===== src/rtl/dpram_arb_pkg.sv =====
// dpram_arb_pkg
//   Shared definitions for the two-master RAM port arbiter.
//   DPRAM_DW  - RAM data width
//   DPRAM_BW  - number of byte lanes (write mask width)
//   owner_t   - who is waiting for the read data returning this cycle
package dpram_arb_pkg;

    localparam int DPRAM_DW = 32;
    localparam int DPRAM_BW = 4;

    typedef enum logic [1:0] {
        OWN_NONE = 2'd0,
        OWN_M0   = 2'd1,
        OWN_M1   = 2'd2
    } owner_t;

endpackage


===== src/rtl/dpram_arb_pick.sv =====
// dpram_arb_pick
//   Two-requester picker: grants the preferred requester when it asks,
//   otherwise the other one. Output is one-hot or zero.
//   req[1:0]  in   requests (bit 0 = m0, bit 1 = m1)
//   pref      in   preferred requester (0 = m0, 1 = m1)
//   gnt[1:0]  out  grant, one-hot or zero
module dpram_arb_pick (
    input  logic [1:0] req,
    input  logic       pref,
    output logic [1:0] gnt
);

    always_comb begin
        gnt = 2'b00;
        if (pref == 1'b0) begin
            if (req[0])      gnt = 2'b01;
            else if (req[1]) gnt = 2'b10;
        end else begin
            if (req[1])      gnt = 2'b10;
            else if (req[0]) gnt = 2'b01;
        end
    end

endmodule


===== src/rtl/dpram_arb.sv =====
// dpram_arb
//   Arbitrates two masters (m0 = core LSU, m1 = debug/DMA) onto one port of
//   the byte-maskable dual-port RAM. One access per cycle; read data comes
//   back one cycle after the grant and is routed only to its owner.
//   Build option: define DPRAM_ARB_RR_EN for round-robin arbitration;
//   otherwise fixed priority m0 > m1 with an m1 starvation guard.
//   Ports:
//     clk, rst                      clock, async active-high reset
//     mN_req/we/wem/addr/wdata      master N request and fields (N = 0, 1)
//     mN_gnt                        access accepted this cycle (combinational)
//     mN_rvalid/mN_rdata            read response, rdata is 0 when not valid
//     ram_en/we/wem/addr/din        RAM port drive, all zero when idle
//     ram_dout                      RAM registered read data
module dpram_arb
    import dpram_arb_pkg::*;
#(
    parameter int AW         = 16,
    parameter int STARVE_MAX = 4
) (
    input  logic                clk,
    input  logic                rst,

    input  logic                m0_req,
    input  logic                m0_we,
    input  logic [DPRAM_BW-1:0] m0_wem,
    input  logic [AW-1:0]       m0_addr,
    input  logic [DPRAM_DW-1:0] m0_wdata,
    output logic                m0_gnt,
    output logic                m0_rvalid,
    output logic [DPRAM_DW-1:0] m0_rdata,

    input  logic                m1_req,
    input  logic                m1_we,
    input  logic [DPRAM_BW-1:0] m1_wem,
    input  logic [AW-1:0]       m1_addr,
    input  logic [DPRAM_DW-1:0] m1_wdata,
    output logic                m1_gnt,
    output logic                m1_rvalid,
    output logic [DPRAM_DW-1:0] m1_rdata,

    output logic                ram_en,
    output logic                ram_we,
    output logic [DPRAM_BW-1:0] ram_wem,
    output logic [AW-1:0]       ram_addr,
    output logic [DPRAM_DW-1:0] ram_din,
    input  logic [DPRAM_DW-1:0] ram_dout
);

    logic [1:0] req;
    logic [1:0] pick_gnt;
    logic [1:0] gnt;
    logic       pref;
    owner_t     rd_owner;
    owner_t     rd_owner_nxt;

    assign req = {m1_req, m0_req};

    dpram_arb_pick u_pick (
        .req  (req),
        .pref (pref),
        .gnt  (pick_gnt)
    );

    // Grants are masked during reset so nothing reaches the RAM while the
    // arbiter state is being cleared.
    assign gnt    = rst ? 2'b00 : pick_gnt;
    assign m0_gnt = gnt[0];
    assign m1_gnt = gnt[1];

`ifdef DPRAM_ARB_RR_EN
    // rr_ptr names the master preferred in the next arbitration; after any
    // grant it flips to the master that did not win.
    logic rr_ptr;

    always_ff @(posedge clk or posedge rst) begin
        if (rst) begin
            rr_ptr <= 1'b0;
        end else if (gnt[0]) begin
            rr_ptr <= 1'b1;
        end else if (gnt[1]) begin
            rr_ptr <= 1'b0;
        end
    end

    assign pref = rr_ptr;
`else
    // Starvation guard: m0 normally wins, but once m1 has been denied in
    // STARVE_MAX consecutive cycles it is preferred for one arbitration.
    localparam logic [3:0] STARVE_LIM = 4'(STARVE_MAX);
    logic [3:0] starve_cnt;

    always_ff @(posedge clk or posedge rst) begin
        if (rst) begin
            starve_cnt <= 4'd0;
        end else if (!m1_req || gnt[1]) begin
            starve_cnt <= 4'd0;
        end else if (gnt[0] && (starve_cnt != STARVE_LIM)) begin
            starve_cnt <= starve_cnt + 4'd1;
        end
    end

    assign pref = (starve_cnt == STARVE_LIM);
`endif

    // Request mux: the winner's fields go to the RAM. Reads present a zero
    // byte mask so the RAM never sees a stray write lane.
    always_comb begin
        ram_en   = 1'b0;
        ram_we   = 1'b0;
        ram_wem  = '0;
        ram_addr = '0;
        ram_din  = '0;
        if (gnt[0]) begin
            ram_en   = 1'b1;
            ram_we   = m0_we;
            ram_wem  = m0_we ? m0_wem : '0;
            ram_addr = m0_addr;
            ram_din  = m0_wdata;
        end else if (gnt[1]) begin
            ram_en   = 1'b1;
            ram_we   = m1_we;
            ram_wem  = m1_we ? m1_wem : '0;
            ram_addr = m1_addr;
            ram_din  = m1_wdata;
        end
    end

    // The owner tracks only the read granted in the previous cycle, which
    // is what lets a new access be granted while that data returns.
    always_comb begin
        rd_owner_nxt = OWN_NONE;
        if (gnt[0] && !m0_we) begin
            rd_owner_nxt = OWN_M0;
        end else if (gnt[1] && !m1_we) begin
            rd_owner_nxt = OWN_M1;
        end
    end

    always_ff @(posedge clk or posedge rst) begin
        if (rst) begin
            rd_owner <= OWN_NONE;
        end else begin
            rd_owner <= rd_owner_nxt;
        end
    end

    assign m0_rvalid = (rd_owner == OWN_M0);
    assign m1_rvalid = (rd_owner == OWN_M1);
    assign m0_rdata  = m0_rvalid ? ram_dout : '0;
    assign m1_rdata  = m1_rvalid ? ram_dout : '0;

endmodule

===== config.mk =====
export PLATFORM = sky130hd
export DESIGN_NAME = dpram_arb
export DESIGN_NICKNAME = d
export VERILOG_FILES = /design/src/rtl/dpram_arb_pkg.sv /design/src/rtl/dpram_arb_pick.sv /design/src/rtl/dpram_arb.sv
export SDC_FILE = /design/constraint.sdc
export NUM_CORES = 1
export LEC_CHECK = 0
export BUFFER_PORTS_ARGS = -buffer_cell sky130_fd_sc_hd__buf_2
export CAP_MARGIN = 20
export CORE_AREA = 8 8 96 98
export CTS_CLUSTER_DIAMETER = 200
export DETAILED_ROUTE_END_ITERATION = 10
export DIE_AREA = 0 0 104 106
export GPL_TIMING_DRIVEN = 0
export HOLD_SLACK_MARGIN = 0.12
export PLACE_DENSITY = 0.62
export SLEW_MARGIN = 10
export SYNTH_ARGS = -nofsm -noshare
export SYNTH_HDL_FRONTEND = slang
export SYNTH_SLANG_ARGS = --single-unit

===== constraint.sdc =====
create_clock -name clk -period 1.6 [get_ports clk]
set_input_delay 0.32 -clock clk [delete_from_list [all_inputs] [get_ports clk]]
set_output_delay 0.32 -clock clk [all_outputs]
set_load 0.005 [all_outputs]

==> out/metrics.csv, run 1 <==
metric,value,unit
postPlaceCellArea,0.002860,mm2
comb_power_share,64.0,%
crit_chain,"inv_2, ha_4, and3b_4, a21o_4, inv_8, buf_12, a22o_1, buf_2",
cts_sinks,6,
clk_latency,0.23,ns
clk_path_buf_depth,2,
final_common_cell,buf_2,
synth_top_area_share,30.22,%
fill_cells,724,
vias,2656,
io_buffers,261,
sw_frac_of_total,32.95,%
status,"complete, but fails checks",
critPathMaxStageDelay,0.39,ns
synth_area_leader_cell,a22o_1,
intPower,724.7,uW
hold_class,in2reg,
violations,setup timing,
wl,10.74,mm
grt.total_usage,16.07,%
cts_buffers,3,
start_util,18.10,%
grt_overflow,0,
cp_num_buf_inv,4,
syn_area_per_cell,7.676,um2
hold_viol,0,
final_cell_area,0.003638,mm2
final_max_slew_viol_count,0,
vias_per_cell,4.643,
setup.worst_path.end_class,output pin,
die_height,106,um
root_buffer,clkbuf_8,
multi_input_area,0.001254,mm2
synth_top_family_by_area,simple AND/OR/NAND/NOR gates,
rows,33,
critPathLaunchType,flop,
relSlewSlack,81.56,%
ir_drop,169.4,uV
wl_per_cell,18.78,um
grt_pass1_wl,14.53,mm
synth-simple-area-share,39.38,%
p_switching,356.1,uW
place_hpwl,8.494,mm
clkSlewWorstSetupHoldPaths,0.04,ns
power.leakage,0.002102,uW
post-route-util,46.38,%
diodes,0,
maxCapViolations,0,
power_density,297.0,mW/mm2
post-route-period-util,130.7,%
cp.arrival,1.77,ns
regArea,150.1,um2
syn_nets,329,
place.gp.congestion,0.7955,
clock_skew,0.005281,ns
power_frac_seq,14.8,%
fmax,0.4782,GHz
final_layout_size_suffix_gt1_share,75.37,%
layout_common_cells,"buf_2, buf_6, a22o_1, and2_4, and2_1",
cts_tree,done,
first_global_vias,2760,
core_area,0.007845,mm2
tns,-25.11,ns
firstDrtPassIters,4,
synth_seq_cells,6,
nNetsFinal,613,
grt_max_degree,11,
power_frac_clock,21.2,%
cpLargestDelayFamily,buffers and inverters,
htree_levels,1,
finalWorstPathRequiredPeriod,2.091,ns
syn_inst,185,
netlist_area,0.001420,mm2
drc_errors,0,
ys_seq_area_share,10.57,%
yosys_warnings,0,
synth_xor_xnor_area_share,0,%
tightestPinTransition,0.2763,ns
fin_ws,-0.4910,ns
synth.mux.area_fraction,0,%
rsz0062_at_grt,true,
slowest_stage,dfrtp_1,
synthAdderAreaFrac,1.762,%
cp.required,1.28,ns
path_class,reg2out,
synth_compound_area_share,36.30,%
cp_max_fo,10,
yosys.cell_types.count,29,
areaGrowthSynthToFinish,156.2,%
antenna_found_initial,0,
die-area,0.01102,mm2
synth_area_leaders,"a22o_1, and2_1, dfrtp_1",
setup_violations,88,
ant_nets,0,
die_x,104,um
first_iter_violations,131,
ios,264,
[kinds of logic after synthesis]
kind of cell	after synthesis
buffers and inverters	24
DFF	6
adders and majority gates	2
AOI/OAI and AO/OA	60
and+or+nand+nor	93
[cell usage after synthesis, drive strengths merged]
cell type	n
o22ai	4
a21oi	1
inv	6
clkbuf	6
nand4	1
a21o	1
and3b	1
nor2	4
nor4bb	1
and2	64
nand2	10
o21ai	3
dfrtp	6
nor2b	2
buf	12
o211ai	1
nand4b	1
nand3b	1
or4b	1
a21boi	1
a22o	49
ha	2
and2b	1
nand2b	1
nand3	5
[final timing paths]
kind / start / end / slack [ns] / cells past startpoint
setup / recovery: starve_cnt[1] / ram_din[31] / -0.49 / 8
hold / removal: m0_we / rd_owner[0] / 0.38 / 2
setup reg to reg: starve_cnt[0] / starve_cnt[3] / 0.21 / 5
hold reg to reg: starve_cnt[3] / starve_cnt[3] / 0.62 / 2
max in group asynchronous: rst / rd_owner[0] / 0.72 / 3
min in group asynchronous: rst / starve_cnt[2] / 0.66 / 3
[flip-flops by register name, summed over array words and instances (netlist names)]
register / cells
starve_cnt: 4
rd_owner: 2
[power by group through the flow]
stage / logic (uW) / registers, uW / clock network (uW)
3_3_place_gp: 543 / 161 / 0
4_1_cts: 631 / 160 / 232
2_1_floorplan: 211 / 160 / 0
5_1_grt: 741 / 160 / 240
3_5_place_dp: 551 / 161 / 0
6_report: 691 / 160 / 229
[repair_timing]
item / CTS / global route
endpoints found under the hold margin: 6 / 0
endpoints found under the setup margin: 115 / 119
resized for setup: 59 / 78
hold buffers: 1 / 0
pin swaps: 33 / 23
buffers inserted: 11 / 1
cloned: 3 / 2
[worst reg2reg max path: cells and delay by family (launching register included)]
kind                   cells  cell delay [ns]
buffers and inverters      2             0.23
flip-flops                 1             0.36
AND/OR/NAND/NOR            2             0.56
AO/OA/AOI/OAI              1             0.17
[area by class of cell]
| cell class | count | share of cell area, % |
|---|---|---|
| Sequential cell | 6 | 4.127 |
| Multi-Input combinational cell | 155 | 34.46 |
| Clock buffer | 3 | 1.135 |
| Timing Repair Buffer | 279 | 49.21 |
| Buffer | 18 | 6.568 |
| Tap cell | 105 | 3.611 |
| Inverter | 6 | 0.8941 |
[per-layer routing]
| metal | up-vias | global-route usage [%] | part of all wire, % |
|---|---|---|---|
| li1 | 1235 | - | - |
| met1 | 1221 | 15.59 | 37 |
| met2 | 192 | 30.98 | 52 |
| met3 | 8 | 6.655 | 10 |
| met4 | 0 | 3.619 | 1.0 |
| met5 | - | 0 | 0 |
[per-stage QoR]
stage / power [uW] / std cells / hold WS [ns] / worst slack, ns
final: 1081 / 572 / 0.3806 / -0.4910
after global routing: 1142 / 572 / 0.3918 / -0.5386
after CTS: 1023 / 569 / 0.3757 / -0.5069
after detailed placement: 712.8 / 551 / 0.3473 / -0.4589
after global placement: 704.4 / 551 / 0.3327 / -0.4215
after floorplan: 370.9 / 185 / 0.2805 / -0.1147
Note: power is estimated with default switching activity, not from simulation.
==> inputs of run 2 (changes only) <==
SKIP_LAST_GASP = 1   (was default)
==> out/metrics.csv, run 2 (synthesized netlist as in run 1, its figures left out) <==
metric,value,unit
io_buffers,261,
diodes,0,
fmax,0.4786,GHz
die_height,106,um
hold_class,in2reg,
relSlewSlack,81.57,%
wl,10.60,mm
fill_cells,720,
layout_common_cells,"buf_2, buf_6, a22o_1, and2_4, and2_1",
grt_max_degree,11,
multi_input_area,0.001256,mm2
reg_top3,"starve_cnt x4, rd_owner x2",
clock_skew,0.005290,ns
largest_register_ff_count,4,
firstDrtPassIters,4,
ant_nets,0,
vias,2659,
finalWorstPathRequiredPeriod,2.090,ns
tightestPinTransition,0.2762,ns
comb_power_share,63.9,%
clk_path_buf_depth,2,
core_area,0.007845,mm2
final_layout_size_suffix_gt1_share,75.59,%
intPower,724.7,uW
place.gp.congestion,0.7955,
cp_max_fo,6,
first_iter_violations,127,
vias_per_cell,4.649,
clk_latency,0.23,ns
ir_drop,169.3,uV
min_from,m0_we,
regArea,150.1,um2
rows,33,
reg2reg_slack,0.21,ns
status,"complete, but fails checks",
power_frac_seq,14.8,%
r2r_end,starve_cnt[3],
wl_per_cell,18.54,um
grt_overflow,0,
hold_viol,0,
maxCapViolations,0,
power_frac_clock,21.3,%
first_global_vias,2749,
setup_violations,94,
violations,setup timing,
hold_slack,0.3778,ns
top_register,starve_cnt,
cp.arrival,1.77,ns
rr_startpoint,starve_cnt[0],
root_buffer,clkbuf_8,
place_hpwl,8.494,mm
cts_sinks,6,
areaGrowthSynthToFinish,156.4,%
start_util,18.10,%
htree_levels,1,
hold_depth,2,
final_max_slew_viol_count,0,
cts_buffers,3,
die-area,0.01102,mm2
die_x,104,um
nNetsFinal,613,
post-route-period-util,130.6,%
worst_r2r_path_depth,5,
grt.total_usage,15.89,%
post-route-util,46.41,%
hold_end,rd_owner[0],
sw_frac_of_total,32.84,%
power.leakage,0.002103,uW
final_common_cell,buf_2,
critPathLaunchType,flop,
cp.required,1.28,ns
fin_ws,-0.4896,ns
p_switching,354.4,uW
setup.worst_path.end_class,output pin,
drc_errors,0,
rsz0062_at_grt,true,
cts_tree,done,
post-place-ws,-0.4589,ns
ios,264,
antenna_found_initial,0,
clkSlewWorstSetupHoldPaths,0.04,ns
grt_pass1_wl,14.39,mm
path_class,reg2out,
power_density,296.4,mW/mm2
==> run 2: per-layer routing <==
metal	GRT usage (%)	part of all wire (%)	up-vias
met2	30.48	52	190
li1	-	-	1231
met1	15.41	37	1228
met4	3.619	1.5	0
met5	0	0	-
met3	6.776	10	10
==> run 2: critical path, stage by stage, from the launching register on <==
cell and delay [ns]:
dfrtp_1 0.39, inv_2 0.08, ha_4 0.13, and3b_4 0.23, a21o_4 0.16, inv_8 0.06, buf_8 0.13, a22o_1 0.23
buf_2 0.14
==> run 2: stage by stage <==
step,instance area (um2),total power [uW],instances,setup TNS (ns)
floorplan,1423,370.9,185,-4.971
global placement,2860,704.4,551,-19.93
detailed placement,2860,712.8,551,-22.06
CTS,3252,1016,569,-25.61
global route,3641,1141,572,-30.36
finish,3641,1079,572,-25.44
==> run 2: how the worst max path moves through the flow <==
stage,from,slack (ns),depth (start not counted),to
2_1_floorplan,starve_cnt[0],-0.11,7,ram_addr[0]
3_3_place_gp,starve_cnt[0],-0.42,8,ram_din[20]
3_5_place_dp,starve_cnt[0],-0.46,8,ram_din[20]
4_1_cts,starve_cnt[0],-0.51,8,ram_din[31]
5_1_grt,starve_cnt[0],-0.54,8,ram_addr[11]
6_report,starve_cnt[1],-0.49,8,ram_din[20]
==> run 2: final cells by class <==
| cell class | instances | share of cell area [%] |
|---|---|---|
| sequential | 6 | 4.124 |
| tap | 105 | 3.608 |
| multi-input combinational | 155 | 34.50 |
| timing repair buffer | 279 | 49.45 |
| clock buffer | 3 | 1.134 |
| inverter | 6 | 0.8935 |
| buffer | 18 | 6.289 |
==> run 2: power by group through the flow <==
stage	Combinational [uW]	Clock [uW]	Sequential (uW)
after floorplan	211	0	160
after global placement	543	0	161
after detailed placement	551	0	161
after CTS	624	232	160
after global routing	741	240	160
final	690	229	160
==> run 2: what timing repair did <==
item / CTS / global route
hold buffers: 1 / 0
hold endpoints to repair: 6 / 0
pin swaps: 24 / 32
setup buffers: 11 / 1
endpoints found under the setup margin: 115 / 119
resized for setup: 52 / 85
cloned: 3 / 2
==> inputs of run 3 (changes only) <==
ABC_AREA = 1   (was default)
==> out/metrics.csv, run 3 <==
metric,value,unit
post-route-period-util,121.9,%
diodes,0,
synth_area_leaders,"nand2_1, nor2_1, inv_1",
status,"complete, but fails checks",
io_buffers,263,
syn_inst,322,
rr_startpoint,starve_cnt[0],
hold_viol,0,
violations,setup timing,
grt_max_degree,11,
reg2reg_slack,0.31,ns
netlist_area,0.001421,mm2
synth_area_leader_cell,nand2_1,
ant_nets,0,
setup.worst_path.end_class,output pin,
grt_overflow,0,
htree_levels,1,
maxCapViolations,0,
vias,2981,
fin_ws,-0.3502,ns
dp_cells,690,
drc_errors,0,
fmax,0.5128,GHz
cp.required,1.28,ns
place_hpwl,8.245,mm
endpoint,ram_din[19],
syn_area_per_cell,4.414,um2
antenna_found_initial,0,
finalWorstPathRequiredPeriod,1.950,ns
relSlewSlack,82.27,%
multi_input_area,0.001170,mm2
cp_max_fo,5,
tns,-15.75,ns
first_iter_violations,68,
cts_buffers,3,
grt.total_usage,15.94,%
clkSlewWorstSetupHoldPaths,0.04,ns
tightestPinTransition,0.2660,ns
areaGrowthSynthToFinish,137.1,%
critPathLaunchType,flop,
syn_nets,466,
ys_seq_area_share,10.56,%
core_area,0.007845,mm2
fill_cells,858,
power.leakage,0.002441,uW
power,1018,uW
wl_per_cell,13.69,um
die_x,104,um
firstDrtPassIters,4,
vias_per_cell,4.181,
yosys_warnings,0,
final_common_cell,buf_2,
synth_seq_cells,6,
rows,33,
wl,9.761,mm
final_max_slew_viol_count,0,
largest_register_ff_count,4,
cts_tree,done,
reg_top3,"starve_cnt x4, rd_owner x2",
cts_sinks,6,
r2r_end,starve_cnt[3],
path_class,reg2out,
first_global_vias,3169,
synth_most_common_cell,nand2_1,
ir_drop,217.0,uV
clock_skew,0.0004211,ns
synth_top_flop_cell,dfrtp_1,
synth_common_cells,"nand2_1, nor2_1, inv_1",
setup_violations,56,
root_buffer,clkbuf_8,
fin_cells,713,
hold_class,in2reg,
rsz0062_at_grt,true,
die_height,106,um
layout_common_cells,"buf_2, nand2_1, nor2_1, inv_1, nand2_2",
min_from,m1_we,
power_density,302.1,mW/mm2
cp.arrival,1.63,ns
top_register,starve_cnt,
final_layout_size_suffix_gt1_share,57.40,%
yosys.cell_types.count,18,
nNetsFinal,754,
crit_start,starve_cnt[0],
async_flop_share,100.0,%
start_util,18.12,%
place.gp.congestion,0.8628,
clk_latency,0.22,ns
clk_path_buf_depth,2,
grt_pass1_wl,15.10,mm
synth_top_area_share,43.05,%
synth_edf_count,0,
ios,264,
worst_r2r_path_depth,9,
die-area,0.01102,mm2
regArea,150.1,um2
## run 3: cell count changes after synthesis, sizes merged, moves of 2 or more
cell	delta
nand2	+155
nor2	+68
and2	-64
a22o	-49
inv	+38
nand3	+5
o22ai	-4
buf	-2
nor2b	-2
## run 3: per-stage QoR
step | hold WS (ns) | area [um2] | worst slack [ns] | util [%]
2_1_floorplan | 0.1110 | 1429 | 0.007857 | -
3_3_place_gp | 0.3098 | 2877 | -0.2836 | 36.67
3_5_place_dp | 0.3089 | 2877 | -0.3055 | 36.67
4_1_cts | 0.2847 | 3187 | -0.3274 | 40.62
5_1_grt | 0.2868 | 3371 | -0.4236 | 42.97
6_report | 0.2844 | 3371 | -0.3502 | 42.97
## run 3: power breakdown
group	internal (uW)	leakage (uW)	switching, uW
Sequential	157	0.0000822	3.33
Combinational	323	0.00234	303
Clock	162	0.0000216	69.7
## run 3: layout make-up
cell class / count / area share (%)
Clock buffer: 3 / 1.225
Tap cell: 105 / 3.898
Multi-Input combinational cell: 255 / 34.71
Inverter: 45 / 5.382
Sequential cell: 6 / 4.454
Buffer: 16 / 4.714
Timing Repair Buffer: 282 / 45.36
Timing Repair inverter: 1 / 0.2598
## run 3: timing repair
| item | in CTS | in global routing |
|---|---|---|
| endpoints found under the hold margin | 6 | 0 |
| setup endpoints to repair | 116 | 102 |
| resized for setup | 55 | 47 |
| hold buffers | 1 | 0 |
| buffers inserted | 10 | 4 |
| pin swaps | 5 | 13 |
| gates cloned | 4 | 1 |
## run 3: worst min-delay path by stage
| stage | end | slack [ns] | cells past startpoint |
|---|---|---|---|
| finish | rd_owner[1] | 0.28 | 2 |
| global route | rd_owner[1] | 0.29 | 2 |
| CTS | rd_owner[1] | 0.28 | 2 |
| detailed placement | starve_cnt[1] | 0.31 | 2 |
| global placement | starve_cnt[3] | 0.31 | 2 |
| floorplan | rd_owner[0] | 0.11 | 1 |
## run 3: worst max-delay path, stage by stage, from the launching register on
cell and delay (ns):
dfrtp_1 0.38, inv_2 0.08, ha_4 0.15, nand3_4 0.08
nand2_4 0.10, nand2_4 0.07, clkinv_4 0.08, buf_8 0.12
buf_6 0.12, nand2_2 0.05, nand2_1 0.06, buf_2 0.12
## run 3: cell families (layout without fill, tap and decap cells)
family / count (synthesis) / in the layout / synth area share [%]
simple gates: 249 / 249 / 68.05
buf+inv: 61 / 347 / 17.96
flops: 6 / 6 / 10.56
compound gates: 3 / 3 / 1.056
fa+ha+maj: 2 / 2 / 1.760
xor+xnor: 1 / 1 / 0.6163
## run 3: layer usage
| layer | routed length, um | part of all wire, % | GRT usage (%) | up-vias |
|---|---|---|---|---|
| met4 | 133 | 1.4 | 3.516 | 0 |
| met1 | 3644 | 37 | 16.13 | 1306 |
| met3 | 1001 | 10 | 6.292 | 8 |
| li1 | - | - | - | 1501 |
| met2 | 4982 | 51 | 30.16 | 166 |
| met5 | 0 | 0 | 0 | - |
